File: config.mk
export PLATFORM = sky130hd
export DESIGN_NAME = reg_file_arb_flat
export DESIGN_NICKNAME = d
export VERILOG_FILES = /design/src/rtl/reg_file_arb_if.sv /design/src/rtl/reg_file_arb.sv /design/src/flat_wrapper.sv
export SDC_FILE = /design/constraint.sdc
export NUM_CORES = 1
export LEC_CHECK = 0
export ABC_CLOCK_PERIOD_IN_PS = 2500
export CAP_MARGIN = 20
export CORE_MARGIN = 3
export CORE_UTILIZATION = 21
export CTS_CLUSTER_DIAMETER = 150
export DETAILED_ROUTE_END_ITERATION = 6
export PLACE_DENSITY_LB_ADDON = 0.3
export SETUP_SLACK_MARGIN = 0.5
export SYNTH_ARGS = -nofsm -noshare
export SYNTH_HDL_FRONTEND = slang
export SYNTH_SLANG_ARGS = --single-unit
export TNS_END_PERCENT = 100
File: constraint.sdc
create_clock -name clk -period 2.5 [get_ports clk]
set_clock_uncertainty 0.15 [all_clocks]
set_input_delay 0.5 -clock clk [delete_from_list [all_inputs] [get_ports clk]]
set_output_delay 0.5 -clock clk [all_outputs]
set_load 0.05 [all_outputs]
File: src/rtl/reg_file_arb_if.sv
// ============================================================================
// Module      : reg_file_arb_if
// Description : Requester command/response and register-file bus bundle for
//               the two-port register-file arbiter.
// Revision    : 1.0 - initial release
// ============================================================================
`default_nettype none

interface reg_file_arb_if;
  logic        req0_valid, req0_ready, req0_we;
  logic [3:0]  req0_aaddr, req0_baddr, req0_caddr;
  logic [15:0] req0_data;
  logic        req1_valid, req1_ready, req1_we;
  logic [3:0]  req1_aaddr, req1_baddr, req1_caddr;
  logic [15:0] req1_data;

  logic        rsp0_valid, rsp1_valid;
  logic [15:0] rsp0_a, rsp0_b, rsp1_a, rsp1_b;

  logic [3:0]  rf_Aaddr, rf_Baddr, rf_Caddr;
  logic [15:0] rf_C;
  logic        rf_load, rf_nClear;
  logic [15:0] rf_A, rf_B;

  logic        clr_req, busy;

  modport slave (
    input  req0_valid, req0_we, req0_aaddr, req0_baddr, req0_caddr, req0_data,
    input  req1_valid, req1_we, req1_aaddr, req1_baddr, req1_caddr, req1_data,
    output req0_ready, req1_ready,
    output rsp0_valid, rsp1_valid, rsp0_a, rsp0_b, rsp1_a, rsp1_b,
    output rf_Aaddr, rf_Baddr, rf_Caddr, rf_C, rf_load, rf_nClear,
    input  rf_A, rf_B,
    input  clr_req,
    output busy
  );

  modport master (
    output req0_valid, req0_we, req0_aaddr, req0_baddr, req0_caddr, req0_data,
    output req1_valid, req1_we, req1_aaddr, req1_baddr, req1_caddr, req1_data,
    input  req0_ready, req1_ready,
    input  rsp0_valid, rsp1_valid, rsp0_a, rsp0_b, rsp1_a, rsp1_b,
    input  rf_Aaddr, rf_Baddr, rf_Caddr, rf_C, rf_load, rf_nClear,
    output rf_A, rf_B,
    output clr_req,
    input  busy
  );
endinterface

`default_nettype wire

File: src/rtl/reg_file_arb.sv
// ============================================================================
// Module      : reg_file_arb
// Description : Round-robin arbiter giving two requesters access to a
//               registered-read register file, with init/on-demand clear.
// Revision    : 1.0 - initial release
// ============================================================================
`default_nettype none

module reg_file_arb #(
  parameter bit INIT_CLEAR = 1'b1
) (
  input  logic           clk,
  input  logic           nClear,
  reg_file_arb_if.slave  bus
);

  typedef enum logic [1:0] {
    ST_INIT = 2'd0,
    ST_RUN  = 2'd1,
    ST_CLR  = 2'd2
  } state_t;

  localparam state_t RST_STATE = INIT_CLEAR ? ST_INIT : ST_RUN;

  state_t state_q;
  logic   busy_q, rf_nclear_q;
  logic   last_q, last_d;
  logic   pend_q, pend_d;
  logic   tag_q,  tag_d;
  logic   run, gnt0, gnt1;

  // last_q=1 means requester 1 won last, so requester 0 wins the next tie.
  assign run  = (state_q == ST_RUN);
  assign gnt0 = run && bus.req0_valid && (!bus.req1_valid ||  last_q);
  assign gnt1 = run && bus.req1_valid && (!bus.req0_valid || !last_q);

  assign bus.req0_ready = gnt0;
  assign bus.req1_ready = gnt1;

  always_comb begin
    bus.rf_Aaddr = '0;
    bus.rf_Baddr = '0;
    bus.rf_Caddr = '0;
    bus.rf_C     = '0;
    bus.rf_load  = 1'b0;
    if (gnt0) begin
      bus.rf_Aaddr = bus.req0_aaddr;
      bus.rf_Baddr = bus.req0_baddr;
      bus.rf_Caddr = bus.req0_caddr;
      bus.rf_C     = bus.req0_data;
      bus.rf_load  = bus.req0_we;
    end else if (gnt1) begin
      bus.rf_Aaddr = bus.req1_aaddr;
      bus.rf_Baddr = bus.req1_baddr;
      bus.rf_Caddr = bus.req1_caddr;
      bus.rf_C     = bus.req1_data;
      bus.rf_load  = bus.req1_we;
    end
  end

  assign pend_d = (gnt0 && !bus.req0_we) || (gnt1 && !bus.req1_we);
  assign tag_d  = gnt1;
  assign last_d = (gnt0 || gnt1) ? gnt1 : last_q;

  always_ff @(posedge clk or negedge nClear) begin
    if (!nClear) begin
      state_q     <= RST_STATE;
      busy_q      <= INIT_CLEAR;
      rf_nclear_q <= ~INIT_CLEAR;
      last_q      <= 1'b1;
      pend_q      <= 1'b0;
      tag_q       <= 1'b0;
    end else begin
      case (state_q)
        ST_RUN: begin
          if (bus.clr_req) begin
            state_q     <= ST_CLR;
            busy_q      <= 1'b1;
            rf_nclear_q <= 1'b0;
          end
        end
        default: begin
          state_q     <= ST_RUN;
          busy_q      <= 1'b0;
          rf_nclear_q <= 1'b1;
        end
      endcase
      last_q <= last_d;
      pend_q <= pend_d;
      tag_q  <= tag_d;
    end
  end

  // Register file returns read data one cycle after the address, aligned with pend_q.
  assign bus.rsp0_valid = pend_q && !tag_q;
  assign bus.rsp1_valid = pend_q &&  tag_q;
  assign bus.rsp0_a     = bus.rsp0_valid ? bus.rf_A : '0;
  assign bus.rsp0_b     = bus.rsp0_valid ? bus.rf_B : '0;
  assign bus.rsp1_a     = bus.rsp1_valid ? bus.rf_A : '0;
  assign bus.rsp1_b     = bus.rsp1_valid ? bus.rf_B : '0;

  assign bus.busy      = busy_q;
  assign bus.rf_nClear = rf_nclear_q;

endmodule

`default_nettype wire

File: src/flat_wrapper.sv
// flat-port wrapper written by rule: the top's interface ports become plain ports
module reg_file_arb_flat 
#(
  parameter bit INIT_CLEAR = 1'b1
)
  (clk, nClear, bus_req0_valid, bus_req0_we, bus_req0_aaddr, bus_req0_baddr, bus_req0_caddr, bus_req0_data, bus_req1_valid, bus_req1_we, bus_req1_aaddr, bus_req1_baddr, bus_req1_caddr, bus_req1_data, bus_req0_ready, bus_req1_ready, bus_rsp0_valid, bus_rsp1_valid, bus_rsp0_a, bus_rsp0_b, bus_rsp1_a, bus_rsp1_b, bus_rf_Aaddr, bus_rf_Baddr, bus_rf_Caddr, bus_rf_C, bus_rf_load, bus_rf_nClear, bus_rf_A, bus_rf_B, bus_clr_req, bus_busy);
  reg_file_arb_if bus_i ();
  input  logic clk;
  input  logic nClear;
  input wire logic [$bits(bus_i.req0_valid)-1:0] bus_req0_valid;
  input wire logic [$bits(bus_i.req0_we)-1:0] bus_req0_we;
  input wire logic [$bits(bus_i.req0_aaddr)-1:0] bus_req0_aaddr;
  input wire logic [$bits(bus_i.req0_baddr)-1:0] bus_req0_baddr;
  input wire logic [$bits(bus_i.req0_caddr)-1:0] bus_req0_caddr;
  input wire logic [$bits(bus_i.req0_data)-1:0] bus_req0_data;
  input wire logic [$bits(bus_i.req1_valid)-1:0] bus_req1_valid;
  input wire logic [$bits(bus_i.req1_we)-1:0] bus_req1_we;
  input wire logic [$bits(bus_i.req1_aaddr)-1:0] bus_req1_aaddr;
  input wire logic [$bits(bus_i.req1_baddr)-1:0] bus_req1_baddr;
  input wire logic [$bits(bus_i.req1_caddr)-1:0] bus_req1_caddr;
  input wire logic [$bits(bus_i.req1_data)-1:0] bus_req1_data;
  output wire logic [$bits(bus_i.req0_ready)-1:0] bus_req0_ready;
  output wire logic [$bits(bus_i.req1_ready)-1:0] bus_req1_ready;
  output wire logic [$bits(bus_i.rsp0_valid)-1:0] bus_rsp0_valid;
  output wire logic [$bits(bus_i.rsp1_valid)-1:0] bus_rsp1_valid;
  output wire logic [$bits(bus_i.rsp0_a)-1:0] bus_rsp0_a;
  output wire logic [$bits(bus_i.rsp0_b)-1:0] bus_rsp0_b;
  output wire logic [$bits(bus_i.rsp1_a)-1:0] bus_rsp1_a;
  output wire logic [$bits(bus_i.rsp1_b)-1:0] bus_rsp1_b;
  output wire logic [$bits(bus_i.rf_Aaddr)-1:0] bus_rf_Aaddr;
  output wire logic [$bits(bus_i.rf_Baddr)-1:0] bus_rf_Baddr;
  output wire logic [$bits(bus_i.rf_Caddr)-1:0] bus_rf_Caddr;
  output wire logic [$bits(bus_i.rf_C)-1:0] bus_rf_C;
  output wire logic [$bits(bus_i.rf_load)-1:0] bus_rf_load;
  output wire logic [$bits(bus_i.rf_nClear)-1:0] bus_rf_nClear;
  input wire logic [$bits(bus_i.rf_A)-1:0] bus_rf_A;
  input wire logic [$bits(bus_i.rf_B)-1:0] bus_rf_B;
  input wire logic [$bits(bus_i.clr_req)-1:0] bus_clr_req;
  output wire logic [$bits(bus_i.busy)-1:0] bus_busy;
  assign bus_i.req0_valid = bus_req0_valid;
  assign bus_i.req0_we = bus_req0_we;
  assign bus_i.req0_aaddr = bus_req0_aaddr;
  assign bus_i.req0_baddr = bus_req0_baddr;
  assign bus_i.req0_caddr = bus_req0_caddr;
  assign bus_i.req0_data = bus_req0_data;
  assign bus_i.req1_valid = bus_req1_valid;
  assign bus_i.req1_we = bus_req1_we;
  assign bus_i.req1_aaddr = bus_req1_aaddr;
  assign bus_i.req1_baddr = bus_req1_baddr;
  assign bus_i.req1_caddr = bus_req1_caddr;
  assign bus_i.req1_data = bus_req1_data;
  assign bus_req0_ready = bus_i.req0_ready;
  assign bus_req1_ready = bus_i.req1_ready;
  assign bus_rsp0_valid = bus_i.rsp0_valid;
  assign bus_rsp1_valid = bus_i.rsp1_valid;
  assign bus_rsp0_a = bus_i.rsp0_a;
  assign bus_rsp0_b = bus_i.rsp0_b;
  assign bus_rsp1_a = bus_i.rsp1_a;
  assign bus_rsp1_b = bus_i.rsp1_b;
  assign bus_rf_Aaddr = bus_i.rf_Aaddr;
  assign bus_rf_Baddr = bus_i.rf_Baddr;
  assign bus_rf_Caddr = bus_i.rf_Caddr;
  assign bus_rf_C = bus_i.rf_C;
  assign bus_rf_load = bus_i.rf_load;
  assign bus_rf_nClear = bus_i.rf_nClear;
  assign bus_i.rf_A = bus_rf_A;
  assign bus_i.rf_B = bus_rf_B;
  assign bus_i.clr_req = bus_clr_req;
  assign bus_busy = bus_i.busy;
  reg_file_arb #(.INIT_CLEAR(INIT_CLEAR)) u_core (.clk(clk), .nClear(nClear), .bus(bus_i));
endmodule
==> results of run 1 <==
[cells in the mapped netlist (2+ instances only)]
| master | instances |
|---|---|
| buf_6 | 4 |
| buf_2 | 3 |
| nand2b_1 | 2 |
| clkbuf_1 | 8 |
| inv_2 | 2 |
| dfrtp_1 | 4 |
| a22o_1 | 28 |
| nor2_1 | 3 |
| and3_1 | 32 |
| and2_1 | 34 |
| dfstp_2 | 2 |
[logic make-up after synthesis]
family | count (synthesis)
AOI/OAI and AO/OA | 33
buffers and inverters | 18
DFF | 6
and+or+nand+nor | 75
[metrics by stage]
stage	util [%]	TNS, ps	cell area (sq um)	hold WS (ps)
after floorplan	-	0	1160	54.4
after global placement	91.8	-43.5	4110	325
after detailed placement	91.8	-1060	4110	347
==> summary.txt, run 1 <==
Clock tree
  • Clk buf depth: 2
  • Hold-fix buffers, CTS: 0
  • Setup bufs post-CTS: 10
  • Cts repair resizes: 49
  • TritonCTS buffer count: 3
  • H-tree depth: 1
  • Number of clock sinks: 6
  • Root Driver: clkbuf_8

Logic synthesis
  • Flop and latch count out of synthesis: 6
  • Post-synthesis compound-gate area fraction: 27.8%
  • Post-synth EDFFs: 0
  • Sequential-to-total area share from yosys stat: 15.2%
  • Syn Area/Cell: 7.61 sq um
  • Synthesized instance count: 132
  • Synth top area cells: a22o_1, and2_1, and3_1, dfrtp_1, dfstp_2
  • Async set or reset register ratio after synthesis: 100%
  • Post-synthesis xor/xnor area fraction: 0%
  • Mux cell area share after synthesis: 0%
  • Syn Std Cell Area: 0.00100 sq mm
  • Post-synth top flop: dfrtp_1
  • Top cell type's share of synthesized area: 24.4%
  • Post-synth top area cell: a22o_1
  • Simple-Gate Fraction of Synth Area: 46.9%
  • Main combinational cell family by area after synthesis: simple AND/OR/NAND/NOR gates
  • Post-synthesis cell type count: 21
  • Yosys warning total: 0
  • Post-Synth Adder-Cell Area: 0%
  • Net Count, Synth: 227

Floorplan
  • Die Ht: 75.2 um
  • Initial Util: 22.5%
  • Chip width: 75.2 um
  • Std cell rows: 24
  • Top-Level Pins: 194

Place
  • Placed Cells: 369
  • Dpl ws: -87.3 ps
  • RD Place Congestion: 0.785
  • HPWL after DPL: 6980 um
  • Port Buffers: 193

Status
  • Fail Step: 4_1_cts
  • Error: [ERROR DPL-0033] detailed placement checks failed during check placement.
  • Status: aborted with a tool error
==> run 2, diff against run 1 <==
Settings changed: CTS_CLUSTER_DIAMETER 150 to not set, PLACE_DENSITY_LB_ADDON 0.3 to 0.15, SETUP_SLACK_MARGIN 0.5 to not set.
==> run 2 against run 1 <==
The run now ends clean. Synthesized area stayed put. Synthesized cell count stayed put.
==> summary.txt, run 2 <==
Global route
  • Initial antenna violation count: 0
  • First-pass GRT wire length: 11,100 um
  • Total GRT Usage: 26.8%
  • Remaining global-route overflow: 0
  • Number of global-route vias before repair: 1,956
  • Largest net degree at the start of global routing: 34

Floorplan
  • Top-Level Pins: 194 (unchanged)
  • Die Ht: 75.2 um (unchanged)
  • Std cell rows: 24 (unchanged)
  • Die area: 0.00565 sq mm
  • Core area: 0.00447 sq mm
  • Initial Util: 22.5% (unchanged)
  • Chip width: 75.2 um (unchanged)

Timing
  • Tightest Pin Transition: 505 ps
  • Final setup vio count: 0
  • Setup ws final: 81.0 ps
  • Slew Viols, Final: 0
  • Min Tclk post-route: 2420 ps
  • Total Neg Setup Slack: 0 ps
  • Slew margin rel.: 66.2%
  • Minimum hold slack: 365 ps
  • RSZ-0062 raised after global routing: false
  • Hold Vio Cnt, Final: 0
  • Max Fclk: 413 MHz
  • Fin crit share: 96.8%

Flow run
  • Max-cap check violation count: 0

Logic synthesis
  • Flop and latch count out of synthesis: 6 (unchanged)
  • Most frequent cell after synthesis: and2_1 (unchanged)
  • Post-synth top flop: dfrtp_1 (unchanged)
  • Syn Std Cell Area: 0.00100 sq mm (unchanged)
  • Post-synth top area cell: a22o_1 (unchanged)
  • Net Count, Synth: 227 (unchanged)
  • Main combinational cell family by area after synthesis: simple AND/OR/NAND/NOR gates (unchanged)
  • Post-synth EDFFs: 0 (unchanged)
  • Syn Area/Cell: 7.61 sq um (unchanged)
  • Post-synthesis compound-gate area fraction: 27.8% (unchanged)
  • Mux cell area share after synthesis: 0% (unchanged)
  • Top cell type's share of synthesized area: 24.4% (unchanged)
  • Async set or reset register ratio after synthesis: 100% (unchanged)
  • Synth top area cells: a22o_1, and2_1, and3_1, dfrtp_1, dfstp_2 (unchanged)
  • Post-Synth Adder-Cell Area: 0% (unchanged)
  • Commonest cells post-synth: and2_1, and3_1, a22o_1 (unchanged)
  • Synthesized instance count: 132 (unchanged)
  • Sequential-to-total area share from yosys stat: 15.2% (unchanged)
  • Yosys warning total: 0 (unchanged)
  • Simple-Gate Fraction of Synth Area: 46.9% (unchanged)
  • Post-synthesis xor/xnor area fraction: 0% (unchanged)
  • Post-synthesis cell type count: 21 (unchanged)

Critical path
  • Delay-heaviest family, CP: buffers and inverters
  • Register-to-register setup slack: 1090 ps
  • Worst path cell trace: dlygate4sd2_1 > a21boi_2 > nand2_1 > inv_2 > buf_12 > a22o_1 > buf_12
  • CP Launch Type: input pin
  • Buf/Inv on CP: 4
  • CP max stage delay: 270 ps
  • Slowest cell on the critical path: dlygate4sd2_1
  • Worst path arrival time: 1770 ps
  • Cell mode on critical path: buf_12
  • Kind of critical path: input pin to primary output
  • Required time worst endpoint: 1850 ps
  • CP max FO: 19
  • Worst setup EP type: primary output

Final layout
  • Fillers: 165
  • Biggest register: u_core.state_q
  • Post-Route Utilization: 91.8%
  • Layout area overhead: 309%
  • Reg area: 153 sq um
  • Fin nets: 421
  • Final Cell Area: 0.00411 sq mm
  • Inserted Diodes: 0
  • Max reg flops: 2
  • Multi-input gate area: 818 sq um
  • Share of layout cells above drive strength 1: 41.0%
  • Most frequent cells in the layout: buf_12, clkdlybuf4s50_1, and2_1
  • Final cell count without fillers: 376
  • Most common cell after layout, fill and taps aside: buf_12

Place
  • HPWL after DPL: 6620 um (was 6980 um)
  • Placed Cells: 371 (was 369)
  • Port Buffers: 193 (unchanged)
  • Dpl cell area: 0.00400 sq mm (was 0.00411 sq mm)
  • RD Place Congestion: 0.782 (was 0.785)
  • Dpl ws: -123 ps (was -87.3 ps)

Drt
  • Vias: 1,862
  • Overall routed net length: 8070 um
  • DRC: 0
  • Drt via density: 4.95
  • Detailed-route wire length per cell: 21.5 um
  • Drt first pass iters: 4
  • DR iter-0 viols: 89
  • Detail Route Antenna Nets: 0

Clock tree
  • Skew-Pair Late Insertion Delay: 220 ps
  • H-tree depth: 1 (unchanged)
  • Register clock-pin slew on the reported worst setup and hold paths: 40 ps
  • Hold-fix buffers, CTS: 0 (unchanged)
  • TritonCTS buffer count: 3 (unchanged)
  • CTS tree: done
  • Root Driver: clkbuf_8 (unchanged)
  • Clk buf depth: 2 (unchanged)
  • Number of clock sinks: 6 (unchanged)

Pwr
  • Peak supply drop: 453 uV
  • Pwr dens: 448 mW/mm^2
  • Overall power: 1.84 mW
  • Lkg Pwr: 1.83 nW

Status
  • Status: completed (was aborted with a tool error)

Min path
  • Hold WC Path Type: input pin to async pin
## run 2: cell counts after synthesis
Identical to the previous run, type by type.
## run 2: cells by family (layout without fill, tap and decap cells)
group           after synthesis  after routing
flops                         6              6
buf+inv                      18            210
compound gates               33             33
simple gates                 75             75
## run 2: cell type report
class	instances	share of cell area [%]
tap	52	1.58
inverter	3	0.274
clock buffer	3	1.00
sequential	6	3.71
multi-input combinational	108	19.9
timing repair buffer	204	73.5
## run 2: worst paths after layout
path / cells after the start / from / to
max: 7 / bus_req1_valid / bus_rf_Baddr[3]
max reg2reg: 5 / u_core.last_q$_DFFE_PN1P_ / u_core.tag_q$_DFF_PN0_
max in group asynchronous: 1 / nClear / u_core.last_q$_DFFE_PN1P_
min reg2reg: 2 / u_core.bus.busy$_DFFE_PN1P_ / u_core.bus.busy$_DFFE_PN1P_
min: 1 / nClear / u_core.state_q[0]$_DFFE_PN0P_
min in group clk: 2 / u_core.bus.busy$_DFFE_PN1P_ / u_core.bus.busy$_DFFE_PN1P_
## run 2: power by group
group | switching (mW) | total [mW] | leakage (nW) | internal, mW
clock | 0.0409 | 0.144 | 0.0216 | 0.103
combinational | 0.797 | 1.56 | 1.74 | 0.760
sequential | 0.0170 | 0.138 | 0.0705 | 0.121
total | 0.855 | 1.84 | 1.83 | 0.984
## run 2: per-layer routing
metal | vias to the layer above | track usage [%] | wire, um
li1 | 864 | - | -
met1 | 860 | 25.9 | 2560
met2 | 119 | 56.8 | 4730
met3 | 19 | 4.94 | 600
met4 | 0 | 6.02 | 182
met5 | - | 0 | 0
## run 2: worst reg2reg max path, delay by kind of cell (launching register included)
family                 cells  cell delay (ps)
AO/OA/AOI/OAI              1               80
buffers and inverters      3              350
flip-flops                 1              570
AND/OR/NAND/NOR            1              150
## run 2: timing repair
item | 4_1_cts | 5_1_grt
gates resized for setup | 9 | 0
buffers inserted | 2 | 0
endpoints found under the setup margin | 28 | 0
No activity file was read; power rests on OpenSTA's default activity.
==> run 3, diff against run 2 <==
Settings changed: ABC_AREA set to 1, CORE_UTILIZATION 21 to 25.
==> run 3 against run 2 <==
Setup slack better by 29 ps. Global-route usage is 7.2 points lower. Power is 14% lower. Sequential share of layout area rose by 0.061 points. Hold slack lost 23 ps. Critical endpoint is now bus_rf_Caddr[1]. Largest power group unchanged.
==> summary.txt, run 3 <==
Place
  • HPWL after DPL: 6140 um (was 6620 um)
  • Port Buffers: 193 (unchanged)
  • RD Place Congestion: 0.757 (was 0.782)

Critical path
  • CP max FO: 20 (was 19)
  • Worst path arrival time: 1740 ps (was 1770 ps)
  • Required time worst endpoint: 1850 ps (about the same)
  • Kind of critical path: input pin to primary output (unchanged)
  • CP Launch Type: input pin (unchanged)
  • Worst setup EP type: primary output (unchanged)

Pwr
  • Lkg Pwr: 1.90 nW (was 1.83 nW)
  • Pwr dens: 389 mW/mm^2 (was 448 mW/mm^2)
  • Peak supply drop: 249 uV (was 453 uV)
  • Overall power: 1.57 mW (was 1.84 mW)

Final layout
  • Layout area overhead: 180% (was 309%)
  • Most frequent cells in the layout: clkdlybuf4s50_1, buf_12, nand4_1 (was buf_12, clkdlybuf4s50_1, and2_1)
  • Biggest register: u_core.state_q (unchanged)
  • Most common cell after layout, fill and taps aside: clkdlybuf4s50_1 (was buf_12)
  • Fillers: 442 (was 165)
  • Max reg flops: 2 (unchanged)
  • Share of layout cells above drive strength 1: 34.3% (was 41.0%)
  • Inserted Diodes: 0 (unchanged)
  • Fin nets: 523 (was 421)

Drt
  • DRC: 0 (unchanged)
  • Detail Route Antenna Nets: 0 (unchanged)
  • Vias: 2,336 (was 1,862)
  • Overall routed net length: 7110 um (was 8070 um)
  • Drt via density: 4.69 (was 4.95)
  • Drt first pass iters: 4 (unchanged)
  • Detailed-route wire length per cell: 14.3 um (was 21.5 um)
  • DR iter-0 viols: 116 (was 89)

Global route
  • Total GRT Usage: 19.6% (was 26.8%)
  • Initial antenna violation count: 0 (unchanged)
  • Number of global-route vias before repair: 2,125 (was 1,956)
  • Largest net degree at the start of global routing: 34 (unchanged)
  • First-pass GRT wire length: 10,200 um (was 11,100 um)
  • Remaining global-route overflow: 0 (unchanged)

Clock tree
  • Number of clock sinks: 6 (unchanged)
  • Root Driver: clkbuf_8 (unchanged)
  • Hold-fix buffers, CTS: 0 (unchanged)
  • Register clock-pin slew on the reported worst setup and hold paths: 40 ps (about the same)
  • CTS tree: done (unchanged)
  • Skew-Pair Late Insertion Delay: 220 ps (about the same)
  • Setup bufs post-CTS: 0 (was 2)
  • TritonCTS buffer count: 3 (unchanged)
  • Cts repair resizes: 0 (was 9)
  • Clk buf depth: 2 (unchanged)
  • H-tree depth: 1 (unchanged)

Timing
  • RSZ-0062 raised after global routing: false (unchanged)
  • Slew Viols, Final: 0 (unchanged)
  • Final setup vio count: 0 (unchanged)
  • Slew margin rel.: 56.2% (was 66.2%)
  • Total Neg Setup Slack: 0 ps (unchanged)
  • Hold Vio Cnt, Final: 0 (unchanged)
  • Tightest Pin Transition: 657 ps (was 505 ps)
  • Min Tclk post-route: 2390 ps (was 2420 ps)
  • Max Fclk: 418 MHz (was 413 MHz)
  • Fin crit share: 95.6% (was 96.8%)

Logic synthesis
  • Synth top area cells: nand4_1, nor2_4, inv_1, nor2_1, nand2_1 (was a22o_1, and2_1, and3_1, dfrtp_1, dfstp_2)
  • Flop and latch count out of synthesis: 6 (unchanged)
  • Syn Area/Cell: 5.97 sq um (was 7.61 sq um)
  • Post-synthesis cell type count: 17 (was 21)
  • Sequential-to-total area share from yosys stat: 10.6% (was 15.2%)
  • Net Count, Synth: 337 (was 227)
  • Syn Std Cell Area: 0.00144 sq mm (was 0.00100 sq mm)
  • Synthesized instance count: 242 (was 132)
  • Post-synth top area cell: nand4_1 (was a22o_1)
  • Async set or reset register ratio after synthesis: 100% (unchanged)
  • Post-synth EDFFs: 0 (unchanged)
  • Most frequent cell after synthesis: nand4_1 (was and2_1)
  • Yosys warning total: 0 (unchanged)
  • Top cell type's share of synthesized area: 26.0% (was 24.4%)
  • Post-synth top flop: dfrtp_1 (unchanged)
  • Commonest cells post-synth: nand4_1, inv_1, nor2_1 (was and2_1, and3_1, a22o_1)

Floorplan
  • Top-Level Pins: 194 (unchanged)
  • Die Ht: 82.0 um (was 75.2 um)
  • Initial Util: 26.1% (was 22.5%)
  • Std cell rows: 27 (was 24)
  • Chip width: 82.0 um (was 75.2 um)
  • Core area: 0.00554 sq mm (was 0.00447 sq mm)
  • Die area: 0.00672 sq mm (was 0.00565 sq mm)

Min path
  • Hold WC Path Type: flip-flop to flip-flop (was input pin to async pin)

Flow run
  • Max-cap check violation count: 0 (unchanged)

Status
  • Status: completed (unchanged)
-- run 3: cell types whose count changed after synthesis, sizes merged, moves of 10 or more --
cell	change
a22o	-28
buf	+10
nand2	+33
and2	-33
nor2	+66
inv	+41
nand4	+60
and3	-32
-- run 3: cell families after synthesis --
family          after synthesis  share of synthesized area [%]
buf+inv                      69                           22.6
simple gates                166                           66.5
compound gates                1                          0.346
flops                         6                           10.6
-- run 3: metrics by stage --
stage / worst slack [ps] / instance area, sq um / instances / utilization, % / hold slack, ps
after floorplan: 317 / 1440 / 242 / - / 54.4
after global placement: 143 / 4000 / 495 / 72.2 / 335
after detailed placement: 98.2 / 4000 / 495 / 72.2 / 336
after CTS: 96.6 / 4040 / 498 / 72.9 / 340
after global routing: 23.8 / 4040 / 498 / 73.0 / 377
final: 110 / 4040 / 498 / 73.0 / 342
-- run 3: worst paths after layout --
path / start / to / slack, ps / depth (start not counted)
max: bus_req0_valid / bus_rf_Caddr[1] / 110 / 6
min: u_core.bus.busy$_DFFE_PN1P_ / u_core.bus.busy$_DFFE_PN1P_ / 340 / 2
max reg2reg: u_core.state_q[1]$_DFFE_PN0P_ / u_core.last_q$_DFFE_PN1P_ / 1220 / 4
min reg2reg: u_core.bus.busy$_DFFE_PN1P_ / u_core.bus.busy$_DFFE_PN1P_ / 340 / 2
max in group asynchronous: nClear / u_core.last_q$_DFFE_PN1P_ / 1560 / 1
min in group asynchronous: nClear / u_core.state_q[1]$_DFFE_PN0P_ / 370 / 1
-- run 3: critical path, stage by stage --
cell	delay, ps
clkdlybuf4s50_1	470
nand2_1	130
buf_6	190
nand4_1	130
nand2_1	120
buf_4	200
-- run 3: layout make-up --
| class | count | area [sq um] | area share (%) |
|---|---|---|---|
| sequential | 6 | 153 | 3.78 |
| timing repair buffer | 206 | 2630 | 65.0 |
| tap | 72 | 90.1 | 2.23 |
| inverter | 44 | 165 | 4.09 |
| clock buffer | 3 | 41.3 | 1.02 |
| multi-input combinational | 167 | 965 | 23.9 |
-- run 3: layer usage --
layer  global-route usage [%]  routed length (um)
met5                        0                   0
met3                     5.70                 780
met4                     3.99                  28
met1                     19.3                2360
met2                     39.5                3950
-- run 3: power by group --
group	switching, mW	total [mW]	internal, mW	leakage (nW)
Clock	0.0398	0.143	0.103	0.0216
Combinational	0.782	1.30	0.522	1.81
Sequential	0.00846	0.126	0.117	0.0704
